`src/rtl/button_evt_pkg.sv`:
```
// -----------------------------------------------------------------------------
// button_evt_pkg
// Shared definitions for the push-button gesture decoder:
//   - 3-bit FSM state encoding (IDLE=0, PRESSED=1, LONG_HELD=2, GAP=3, SECOND=4)
//   - default timing constants for a 100 MHz clock
// No ports (package).
// -----------------------------------------------------------------------------
package button_evt_pkg;

    localparam logic [2:0] ST_IDLE      = 3'd0;
    localparam logic [2:0] ST_PRESSED   = 3'd1;
    localparam logic [2:0] ST_LONG_HELD = 3'd2;
    localparam logic [2:0] ST_GAP       = 3'd3;
    localparam logic [2:0] ST_SECOND    = 3'd4;

    typedef enum logic [2:0] {
        IDLE      = ST_IDLE,
        PRESSED   = ST_PRESSED,
        LONG_HELD = ST_LONG_HELD,
        GAP       = ST_GAP,
        SECOND    = ST_SECOND
    } state_e;

    // 1 s long press and 300 ms double-press window at 100 MHz.
    localparam int unsigned DEFAULT_LONG_CYCLES = 32'd100000000;
    localparam int unsigned DEFAULT_GAP_CYCLES  = 32'd30000000;
    localparam int unsigned DEFAULT_CNT_W       = 32'd27;

endpackage : button_evt_pkg

```
`src/rtl/edge_detect.sv`:
```
// -----------------------------------------------------------------------------
// edge_detect
// Delays the debounced button level by one clock and flags its edges.
// Ports:
//   clk   in  : clock
//   rst   in  : asynchronous active-high reset (delayed level clears to 0)
//   level in  : debounced button level, synchronous to clk
//   rise  out : combinational, level is 1 and was 0 last cycle
//   fall  out : combinational, level is 0 and was 1 last cycle
// Because the delayed level resets to 0, a button held through reset
// release produces a rise on the first sampled cycle.
// -----------------------------------------------------------------------------
module edge_detect (
    input  logic clk,
    input  logic rst,
    input  logic level,
    output logic rise,
    output logic fall
);

    logic pb_d_r;

    // One-cycle delayed copy of the button level.
    always_ff @(posedge clk or posedge rst) begin
        if (rst) begin
            pb_d_r <= 1'b0;
        end else begin
            pb_d_r <= level;
        end
    end

    assign rise = level & ~pb_d_r;
    assign fall = ~level & pb_d_r;

endmodule : edge_detect

```
`src/rtl/button_event_decoder.sv`:
```
// -----------------------------------------------------------------------------
// button_event_decoder
// Turns the debounced push-button level into single-cycle gesture pulses.
//
// Compile-time option: define BUTTON_DOUBLE_PRESS_EN to enable double-press
// detection (adds the GAP and SECOND states; short presses are then reported
// only once the double-press window has expired).
//
// Parameters:
//   LONG_CYCLES : hold length in cycles that makes a long press
//   GAP_CYCLES  : max release-to-second-press gap (double-press build only)
//   CNT_W       : counter width, 2**CNT_W > max(LONG_CYCLES, GAP_CYCLES)
// Ports:
//   clk          in  : clock, shared with the debouncer
//   rst          in  : asynchronous active-high reset
//   pb_state     in  : debounced level, 1 = pressed
//   press        out : pulse, one cycle after a 0->1 edge is sampled
//   release_evt  out : pulse, one cycle after a 1->0 edge is sampled
//                      ("release" is a reserved word in SystemVerilog)
//   short_press  out : pulse for a completed short single press
//   long_press   out : pulse when a hold reaches LONG_CYCLES
//   double_press out : pulse on the second press of a double press
//                      (constant 0 without BUTTON_DOUBLE_PRESS_EN)
//   held         out : level, 1 while in LONG_HELD
// All outputs are registered and clear asynchronously on reset.
// -----------------------------------------------------------------------------
module button_event_decoder
    import button_evt_pkg::*;
#(
    parameter int unsigned LONG_CYCLES = DEFAULT_LONG_CYCLES,
    parameter int unsigned GAP_CYCLES  = DEFAULT_GAP_CYCLES,
    parameter int unsigned CNT_W       = DEFAULT_CNT_W
) (
    input  logic clk,
    input  logic rst,
    input  logic pb_state,
    output logic press,
    output logic release_evt,
    output logic short_press,
    output logic long_press,
    output logic double_press,
    output logic held
);

    // Reject counter widths that could wrap before a terminal count.
    localparam longint unsigned CNT_SPAN = 64'd1 << CNT_W;
    if ((64'(LONG_CYCLES) >= CNT_SPAN) || (64'(GAP_CYCLES) >= CNT_SPAN) ||
        (LONG_CYCLES == 32'd0) || (GAP_CYCLES == 32'd0)) begin : g_bad_cfg
        $error("button_event_decoder: CNT_W too small or zero timing constant");
    end

    localparam logic [CNT_W-1:0] LONG_TERM = CNT_W'(LONG_CYCLES - 32'd1);
`ifdef BUTTON_DOUBLE_PRESS_EN
    localparam logic [CNT_W-1:0] GAP_TERM  = CNT_W'(GAP_CYCLES - 32'd1);
`endif
    localparam logic [CNT_W-1:0] CNT_ZERO  = {CNT_W{1'b0}};
    localparam logic [CNT_W-1:0] CNT_ONE   = CNT_W'(1'b1);

    state_e           state_r;
    state_e           state_s;
    logic [CNT_W-1:0] cnt_r;
    logic [CNT_W-1:0] cnt_s;
    logic             rise_s;
    logic             fall_s;
    logic             short_s;
    logic             long_s;
    logic             double_s;
    logic             held_s;

    edge_detect u_edge_detect (
        .clk   (clk),
        .rst   (rst),
        .level (pb_state),
        .rise  (rise_s),
        .fall  (fall_s)
    );

    // Next-state, counter and gesture decode. Edges take priority over
    // terminal counts so a boundary release stays short and a boundary
    // second press still counts as a double press.
    always_comb begin
        state_s  = state_r;
        cnt_s    = cnt_r;
        short_s  = 1'b0;
        long_s   = 1'b0;
        double_s = 1'b0;
        case (state_r)
            IDLE: begin
                if (rise_s) begin
                    state_s = PRESSED;
                    cnt_s   = CNT_ZERO;
                end else begin
                    state_s = IDLE;
                end
            end
            PRESSED: begin
                if (fall_s) begin
`ifdef BUTTON_DOUBLE_PRESS_EN
                    state_s = GAP;
                    cnt_s   = CNT_ZERO;
`else
                    short_s = 1'b1;
                    state_s = IDLE;
                    cnt_s   = CNT_ZERO;
`endif
                end else if (cnt_r == LONG_TERM) begin
                    long_s  = 1'b1;
                    state_s = LONG_HELD;
                    cnt_s   = CNT_ZERO;
                end else begin
                    cnt_s   = cnt_r + CNT_ONE;
                end
            end
            LONG_HELD: begin
                if (fall_s) begin
                    state_s = IDLE;
                end else begin
                    state_s = LONG_HELD;
                end
            end
`ifdef BUTTON_DOUBLE_PRESS_EN
            GAP: begin
                if (rise_s) begin
                    double_s = 1'b1;
                    state_s  = SECOND;
                    cnt_s    = CNT_ZERO;
                end else if (cnt_r == GAP_TERM) begin
                    short_s  = 1'b1;
                    state_s  = IDLE;
                    cnt_s    = CNT_ZERO;
                end else begin
                    cnt_s    = cnt_r + CNT_ONE;
                end
            end
            SECOND: begin
                // The second press of a double is never timed as a long press.
                if (fall_s) begin
                    state_s = IDLE;
                end else begin
                    state_s = SECOND;
                end
            end
`endif
            default: begin
                state_s = IDLE;
                cnt_s   = CNT_ZERO;
            end
        endcase
        held_s = (state_s == LONG_HELD);
    end

    // State and counter registers.
    always_ff @(posedge clk or posedge rst) begin
        if (rst) begin
            state_r <= IDLE;
            cnt_r   <= CNT_ZERO;
        end else begin
            state_r <= state_s;
            cnt_r   <= cnt_s;
        end
    end

    // Registered event outputs; held tracks the registered state.
    always_ff @(posedge clk or posedge rst) begin
        if (rst) begin
            press        <= 1'b0;
            release_evt  <= 1'b0;
            short_press  <= 1'b0;
            long_press   <= 1'b0;
            double_press <= 1'b0;
            held         <= 1'b0;
        end else begin
            press        <= rise_s;
            release_evt  <= fall_s;
            short_press  <= short_s;
            long_press   <= long_s;
            double_press <= double_s;
            held         <= held_s;
        end
    end

endmodule : button_event_decoder

```
`config.mk`:
```
export PLATFORM = sky130hd
export DESIGN_NAME = button_event_decoder
export DESIGN_NICKNAME = d
export VERILOG_FILES = /design/src/rtl/button_evt_pkg.sv /design/src/rtl/edge_detect.sv /design/src/rtl/button_event_decoder.sv
export SDC_FILE = /design/constraint.sdc
export NUM_CORES = 1
export LEC_CHECK = 0
export CORE_ASPECT_RATIO = 0.5
export CORE_MARGIN = 5
export CORE_UTILIZATION = 45
export CTS_BUF_LIST = sky130_fd_sc_hd__clkbuf_4 sky130_fd_sc_hd__clkbuf_8
export DETAILED_ROUTE_END_ITERATION = 7
export DONT_BUFFER_PORTS = 1
export PLACE_DENSITY = 0.63
export SYNTH_ARGS = -nofsm -noshare
export SYNTH_HDL_FRONTEND = slang
export SYNTH_SLANG_ARGS = --single-unit
```
`constraint.sdc`:
```
create_clock -name clk -period 2.66 [get_ports clk]
set_input_delay 0.532 -clock clk [delete_from_list [all_inputs] [get_ports clk]]
set_output_delay 0.532 -clock clk [all_outputs]
set_load 0.1 [all_outputs]
```
# Yosys cells after proc, flatten, opt, wreduce, memory -nomap -nowiden
# Cells that the tools add are included.
# classes
n_mux,14
n_reduce_logical,2
bitwise_logic,5
n_eq_ne,5
add_sub_neg,1
# op_table
operator,count
$mux 27,3
$pmux 27 s3,1
$add 27x1->27 const B,1
$eq 27x27->1 const B,1
$pmux 3 s3,1
$eq 3x2->1 const B,2
$mux 1,6
$mux 3,2
$eq 3x1->1 const B,1
$logic_not 3->1,1
$not 1->1,3
$and 1x1->1,2
$mux 2,1
$ne 2x2->1 const B,1
$reduce_and 2->1,1
# totals
regBits,36
word_cells,35

# Logic depth before layout (Yosys ltp)
# Gate-level depths: netlist of the first run.
# depth
word_depth,5
mapped_depth,7

# Modules after synthesis
# From an unflattened synthesis of the first run, not the netlist that was laid out.
# unflattened
hier_cells,181
hier_area_um2,1811.7
# by_module_without_submodules
mod,area_per_inst_um2,seq_area_each_um2,cells_per_inst,n_inst
button_event_decoder,1767.9,875.8,177,1
edge_detect,43.8,25.0,4,1

# Least setup slack after synthesis of the first run
# OpenSTA, ideal clock, no wires.
# synth_timing
kind,reg2reg
from,reg cnt_r[9]
to,reg cnt_r[3]
period_less_slack_ns,1.886
t_arrival_ns,1.758
path_buffers,1
path_stages_with_launch,7
required_time_ns,2.532
setup_slack_ns,0.774
cell_sequence,dfrtp_1 > or4b_4 > nor4_4 > nand3_2 > buf_2 > a31oi_1 > o22ai_1
# synth_between
elab_chain_len,4
# synth_rtl
item,line,text
"start, declared",button_event_decoder.sv:61,logic [CNT_W-1:0] cnt_r;
"start signal, assigned",button_event_decoder.sv:159,cnt_r <= cnt_s;
$eq 27x27->1,button_event_decoder.sv:106,end else if (cnt_r == LONG_TERM) begin
$mux 27,button_event_decoder.sv:106,
$mux 27,button_event_decoder.sv:97,if (fall_s) begin
$pmux 27 s3,button_event_decoder.sv:87,case (state_r)
# No other way between the ends.
# A chain may end at the register's enable or synchronous reset.

# Final worst setup path of the first run
# layout_timing
from,reg cnt_r[9]
to,reg cnt_r[15]
# layout_between
elab_chain_len,4
# layout_rtl
item,line
$add 27x1->27 or $eq 27x27->1 (tied branches),"button_event_decoder.sv:111, button_event_decoder.sv:106"
$mux 27 *,button_event_decoder.sv:106
$mux 27 *,button_event_decoder.sv:97
$pmux 27 s3 *,button_event_decoder.sv:87
# Every way passes the cells marked *; elsewhere a longest branch is shown, timed or not.

==> impl_metrics.csv, run 1 <==
group,metric,value,unit
min_path,min-delay-path-class,"primary input to async pin",
placed_design,postPlaceCellArea,2043,um2
drt,routedWlPerCell,15.93,um
timing,hold_violations,0,
synth,ys_seq_elements,36,
worst_setup_path,critical_path.top_delay_family,"simple AND/OR/NAND/NOR gates",
synth,synth_enable_flop_cells,0,
placed_design,dpl.hpwl,2938,um
synth,synth.distinct_cells,46,
timing,fin_crit_sh,80.49,%
synth,ys_seq_area_share,46.04,%
outcome,status,"finished clean",
floorplan,design.core.area,4044,um2
timing,finClkSkew,7.971,ps
timing,fmaxAchievable,467.1,MHz
grt,grt_antenna_before_repair,0,
grt,grt_usage,16.27,%
clock_tree,tritoncts_num_sinks,36,
timing,setup_repair_after_global_routing_missed_its_margin,"no",
final_layout,area.growth.synth_to_final,9.399,%
power,power.ir.vdd_worst,0.3607,mV
clock_tree,cts_hold_buffers,0,
grt,grt_pass1_vias,1463,
final_layout,num_antenna_cells,0,
timing,min_period,2141,ps
drt,routed_via_density,6.026,
floorplan,dieHeight,56.63,um
drt,route.vias.total,1639,
final_layout,seqCellArea,900.9,um2
worst_setup_path,timing.critical_path.depth,6,
clock_tree,clock_tree_from_tritoncts,"done",
power,cellPowerDensity,494.4,nW/um2
synth,async_reset_ff_share,100.0,%
flow_run,max_cap_viol_count,0,
clock_tree,clk_path_buf_depth,2,
grt,use_met2,20.88,%
synth,synth_largest_area_cell,"dfrtp_1",
drt,drt-total-wl,4332,um
worst_setup_path,critPathKind,"flop to flop",
clock_tree,h-tree-depth,2,
synth,synth_area_per_cell,9.231,um2
synth,syn-instance-count,212,
worst_setup_path,worst_ep_arrival_time,2300,ps
grt,first_pass_grt_wire_length,7362,um
grt,grt_start_max_net_pins,33,
worst_setup_path,critPathCaptureType,"flop",
floorplan,die_area,5848,um2
synth,synth-warning-count,0,
worst_setup_path,cp_cell_sequence,"or4b_4, nor4_4, nand3_2, buf_4, nand2_2, o211ai_1",
clock_tree,clk_transition_reported_paths,70,ps
timing,final_critical_path_setup_slack,518.9,ps
clock_tree,clkLatencyLatePin,290,ps
grt,grt_busiest_layer,"met1",
timing,relSlewSlack,41.71,%
floorplan,i_o_pins,9,
drt,drtIter0Drc,135,
clock_tree,root_buffer,"clkbuf_8",
clock_tree,post_cts.resized_instances,0,
placed_design,detailedPlace.worstSlack,528.6,ps
placed_design,numPortBuffers,0,
timing,report.final.slew_viol_count,0,
final_layout,post-route-cell-area,2141,um2
power,power_leakage,0.8398,nW
final_layout,multi_input_area,973.4,um2
synth,synthesis.area,1957,um2
grt,groute.layer.met3.usage,6.057,%
synth,netlist_top_cells_area,"dfrtp_1 46%, a31oi_1 7.4%, nand3_1 5.1%",
drt,postRouteAntennaNets,0,
grt,grt-ovfl-total,0,
final_layout,fin_nets,221,
worst_setup_path,reg2regPathDepth,6,
floorplan,die-width,103.3,um
timing,setup_viol_count_final,0,
worst_setup_path,worst_ep_required_time,2820,ps
final_layout,layout-drive-gt1-share,12.39,%
worst_setup_path,kind_of_launch_point_of_the_worst_setup_path,"flop",
worst_setup_path,worstPathMaxFanout,32,
floorplan,effective_utilization_at_floorplan,48.39,%
drt,drc_errors,0,
worst_setup_path,cp_slowest_cell,"or4b_4",
synth,synth_flop_cell,"dfrtp_1",
worst_setup_path,critical_path.max_stage_delay,570,ps
clock_tree,postCtsSetupBuffers,0,
synth,synth_largest_type_area_fraction,46.04,%
drt,first_pass_iters,4,
floorplan,core.rowCount,16,
final_layout,n_fill_cell,348,
worst_setup_path,critical_path.n_buffers_inverters,1,
timing,worst_slew_pin_slew,875.0,ps
grt,grt_util_met1,25.60,%
clock_tree,tritoncts.num_buffers,5,
placed_design,place.gp.congestion,0.7758,
timing,setup_total_negative_slack,0,ps
==> metrics by stage <==
step	std cells	hold slack, ps	power (W)	util [%]
after global routing	272	184.8	0.001101	52.94
after detailed placement	264	469.2	0.0006464	50.53
final	272	151.4	0.001058	52.94
after global placement	264	456.6	0.0006459	50.53
after floorplan	213	452.8	0.0006271	-
after CTS	272	160.9	0.001068	52.94
==> path summary, 6_finish.rpt <==
kind / slack, ps / startpoint / end
max in group asynchronous: 1830 / rst / long_press
setup / recovery: 520 / cnt_r[9] / cnt_r[15]
setup reg to reg: 520 / cnt_r[9] / cnt_r[15]
hold / removal: 150 / rst / cnt_r[23]
hold reg to reg: 500 / cnt_r[26] / cnt_r[26]
min in group clk: 270 / pb_state / u_edge_detect.pb_d_r
==> cells in the final DEF (no fill, tap or decap), types with 2 or more instances in the layout <==
cell type	instances
dfrtp_1	36
nand2_1	23
a31oi_1	23
nand3_1	20
inv_1	11
nand4_1	10
nor2_1	9
buf_4	8
o22ai_1	7
clkbuf_8	6
nand2b_1	5
and3_1	4
nand3b_1	4
o21ai_0	4
nor3_1	3
a41oi_1	3
o211ai_1	3
and2_1	3
nor3b_1	3
nor3_2	2
or2_2	2
o2111ai_1	2
xnor2_1	2
conb_1	2
clkbuf_4	2
==> cells by family after synthesis <==
family	count (synthesis)	synth area share [%]
XOR/XNOR	2	0.8953
AO/OA/AOI/OAI	49	16.88
AND/OR/NAND/NOR	100	29.92
other	1	0.1916
buffers and inverters	22	4.924
flip-flops	36	46.04
adder cells (fa/ha/maj)	1	0.6393
multiplexers	1	0.5115
==> cells in the mapped netlist, types with 2 or more instances <==
cell type  count
nand4_1       10
xnor2_1        2
nand2_1       23
nor3b_1        3
and2_1         3
nor2_1         9
or2_2          2
and3_1         4
o22ai_1        7
a41oi_1        3
clkbuf_1       7
nand2b_1       5
nand3_1       20
nand3b_1       4
a31oi_1       23
o2111ai_1      2
dfrtp_1       36
buf_2          2
inv_1         11
nor3_1         5
o21ai_0        4
o211ai_1       3
==> final cells by class <==
class                   count  share of cell area, %
well taps                  54                  3.156
clock buffers               8                  4.559
inverters                  11                  1.929
repair buffers              8                  2.805
multi-input cells         155                  45.47
flip-flops and latches     36                  42.08
==> registers in the layout, indices dropped and copies added, names as in the netlist <==
| signal | flops |
|---|---|
| long_press | 1 |
| release_evt | 1 |
| cnt_r | 27 |
| press | 1 |
| state_r | 3 |
| held | 1 |
| short_press | 1 |
| u_edge_detect.pb_d_r | 1 |
==> power breakdown <==
| group | leakage [nW] | switching, W | internal, W |
|---|---|---|---|
| logic | 0.292 | 0.0000480 | 0.0000170 |
| clock network | 0.0523 | 0.000191 | 0.000232 |
| registers | 0.495 | 0.0000184 | 0.000552 |
==> routing by layer <==
metal	vias to the layer above	wire length (um)
met5	-	0
met4	0	10
met2	56	1849
met1	782	2164
li1	799	-
met3	2	307
Power figures use the tool's default switching activity.
==> inputs of run 2 (changes only) <==
==> constraint.sdc (replaced) <==
create_clock -name clk -period 2.2 [get_ports clk]
set_input_delay 0.44 -clock clk [delete_from_list [all_inputs] [get_ports clk]]
set_output_delay 0.44 -clock clk [all_outputs]
set_load 0.1 [all_outputs]
==> run 2 against run 1 <==
Cell count increased by 4.4%. Count of clock-buffer cells in the layout decreased by 2. Via count increased by 4.1%. Sequential share of layout area decreased by 1.8 points. Register-to-register slack got worse by 360 ps. Critical endpoint is now state_r[1]. Clock skew decreased by 4.1 ps. Worst setup slack got worse by 360 ps. Utilization increased by 2.4 points.
==> impl_metrics.csv, run 2 (same netlist as run 1, synthesis figures left out) <==
group,metric,value,unit
drt,routed_via_density,6.007,
placed_design,detailedPlace.worstSlack,168.3,ps
final_layout,num_antenna_cells,0,
grt,grt_antenna_before_repair,0,
clock_tree,root_buffer,"clkbuf_8",
power,cellInternalPower,0.0009437,W
floorplan,core.rowCount,16,
timing,setup_repair_after_global_routing_missed_its_margin,"no",
power,power_leakage,0.9065,nW
worst_setup_path,worst_ep_required_time,2400,ps
grt,first_pass_grt_wire_length,7762,um
timing,setup_total_negative_slack,0,ps
clock_tree,post_cts.resized_instances,0,
clock_tree,clock_tree_from_tritoncts,"done",
worst_setup_path,critPathKind,"flop to flop",
final_layout,layout_top_registers,"cnt_r x27, state_r x3",
final_layout,regMostFlops,"cnt_r",
timing,worst_slew_pin_slew,980.6,ps
outcome,status,"finished clean",
power,cellPowerDensity,562.5,nW/um2
drt,routedWlPerCell,16.18,um
power,switching_share,25.05,%
timing,final_critical_path_setup_slack,157.4,ps
clock_tree,cts_hold_buffers,0,
power,seq_power_share,53.6,%
final_layout,final_common_cell,"dfrtp_1",
power,switchingPower,0.0003154,W
grt,groute.layer.met3.usage,5.315,%
drt,route.vias.total,1706,
floorplan,effective_utilization_at_floorplan,48.39,%
final_layout,post-route-cell-area,2238,um2
grt,grt_busiest_layer,"met1",
clock_tree,clk_transition_reported_paths,70,ps
timing,relSlewSlack,34.27,%
clock_tree,h-tree-depth,2,
drt,drt-total-wl,4596,um
grt,grt_start_max_net_pins,22,
floorplan,dieHeight,56.63,um
worst_setup_path,cp_slowest_cell,"or4b_4",
drt,drc_errors,0,
min_path,min-delay-path-class,"primary input to async pin",
final_layout,mostFrequentLayoutCells,"36 x dfrtp_1, 23 x nand2_1, 23 x a31oi_1",
floorplan,design.core.area,4044,um2
power,p_clk_share,38.2,%
timing,setup_viol_count_final,0,
placed_design,numPortBuffers,0,
floorplan,i_o_pins,9,
final_layout,multi_input_area,973.4,um2
final_layout,area.growth.synth_to_final,14.39,%
timing,fmaxAchievable,489.6,MHz
grt,use_met2,22.79,%
worst_setup_path,worst_ep_arrival_time,2240,ps
final_layout,fin_nets,233,
worst_setup_path,cp_cell_sequence,"or4b_4, nor4_4, nand3_2, buf_4, o21ai_2, nor3b_1",
final_layout,layout-drive-gt1-share,16.96,%
timing,report.final.slew_viol_count,0,
timing,hold_violations,0,
placed_design,dpl.hpwl,3128,um
final_layout,n_fill_cell,346,
clock_tree,clk_path_buf_depth,2,
final_layout,largest_register_ff_count,27,
grt,grt_usage,17.11,%
placed_design,postPlaceCellArea,2146,um2
grt,grt-ovfl-total,0,
clock_tree,tritoncts_num_sinks,36,
drt,drtIter0Drc,139,
drt,postRouteAntennaNets,0,
floorplan,die_area,5848,um2
clock_tree,clkLatencyLatePin,290,ps
worst_setup_path,kind_of_launch_point_of_the_worst_setup_path,"flop",
grt,grt_util_met1,25.94,%
floorplan,die-width,103.3,um
worst_setup_path,critPathCaptureType,"flop",
timing,finClkSkew,3.837,ps
drt,first_pass_iters,4,
final_layout,seqCellArea,900.9,um2
worst_setup_path,critical_path.max_stage_delay,550,ps
timing,fin_crit_sh,92.85,%
flow_run,max_cap_viol_count,0,
grt,grt_pass1_vias,1587,
worst_setup_path,worstPathMaxFanout,14,
timing,min_period,2043,ps
clock_tree,postCtsSetupBuffers,0,
power,pwr-share-comb,8.2,%
placed_design,place.gp.congestion,0.8375,
clock_tree,tritoncts.num_buffers,5,
power,power.ir.vdd_worst,0.3921,mV
-- run 2: changes by cell type in the layout (fill, tap and decap cells not counted) --
cell      change
clkinv_2      +2
clkbuf_4      -2
buf_4        +11
buf_12        +1
-- run 2: stage by stage --
step	total power, W	hold slack, ps	cells	util (%)
2_1_floorplan	0.0007582	452.8	213	-
3_3_place_gp	0.0007888	471.6	276	53.06
3_5_place_dp	0.0007907	471.6	276	53.06
4_1_cts	0.001272	170.3	284	55.35
5_1_grt	0.001313	160.8	284	55.35
6_report	0.001259	149.8	284	55.35
-- run 2: per-layer routing --
metal | share of wire [%] | routed length, um
met5 | 0 | 0
met4 | 0.63 | 29
met3 | 7.5 | 346
met2 | 43 | 1998
met1 | 48 | 2221
-- run 2: final timing paths --
kind	start	to	slack, ps	cells past startpoint
hold reg to reg	cnt_r[26]	cnt_r[26]	500	1
hold / removal	rst	press	150	1
max in group asynchronous	rst	cnt_r[11]	1510	2
min in group clk	pb_state	u_edge_detect.pb_d_r	180	0
setup reg to reg	cnt_r[9]	state_r[1]	160	6
setup / recovery	cnt_r[9]	state_r[1]	160	6
-- run 2: cell type report --
cell class	instances	area share, %
multi-input combinational	155	43.49
sequential	36	40.25
timing repair buffer	20	7.267
clock buffer	6	3.689
tap	54	3.018
inverter	11	1.845
clock inverter	2	0.4472
-- run 2: power groups by stage --
stage	logic (W)	registers, W	clock network, W
floorplan	0.0000572	0.000701	0
global placement	0.000102	0.000686	0
detailed placement	0.000104	0.000687	0
CTS	0.000104	0.000674	0.000494
global route	0.000113	0.000675	0.000526
finish	0.000104	0.000674	0.000481
-- run 2: worst max-delay path: cells and delay by family (launching register included) --
kind            cells  cell delay, ps
compound gates      1             130
buf+inv             1             240
flops               1             380
simple gates        4            1210
==> inputs of run 3 (changes only) <==
--- a/config.mk
+++ b/config.mk
@@ -12,6 +12,7 @@
 export DETAILED_ROUTE_END_ITERATION = 7
 export DONT_BUFFER_PORTS = 1
 export PLACE_DENSITY = 0.63
+export SKIP_LAST_GASP = 1
 export SYNTH_ARGS = -nofsm -noshare
 export SYNTH_HDL_FRONTEND = slang
 export SYNTH_SLANG_ARGS = --single-unit
==> results of run 3 <==
No change in the layout: final DEF, timing and power equal those of run 2.
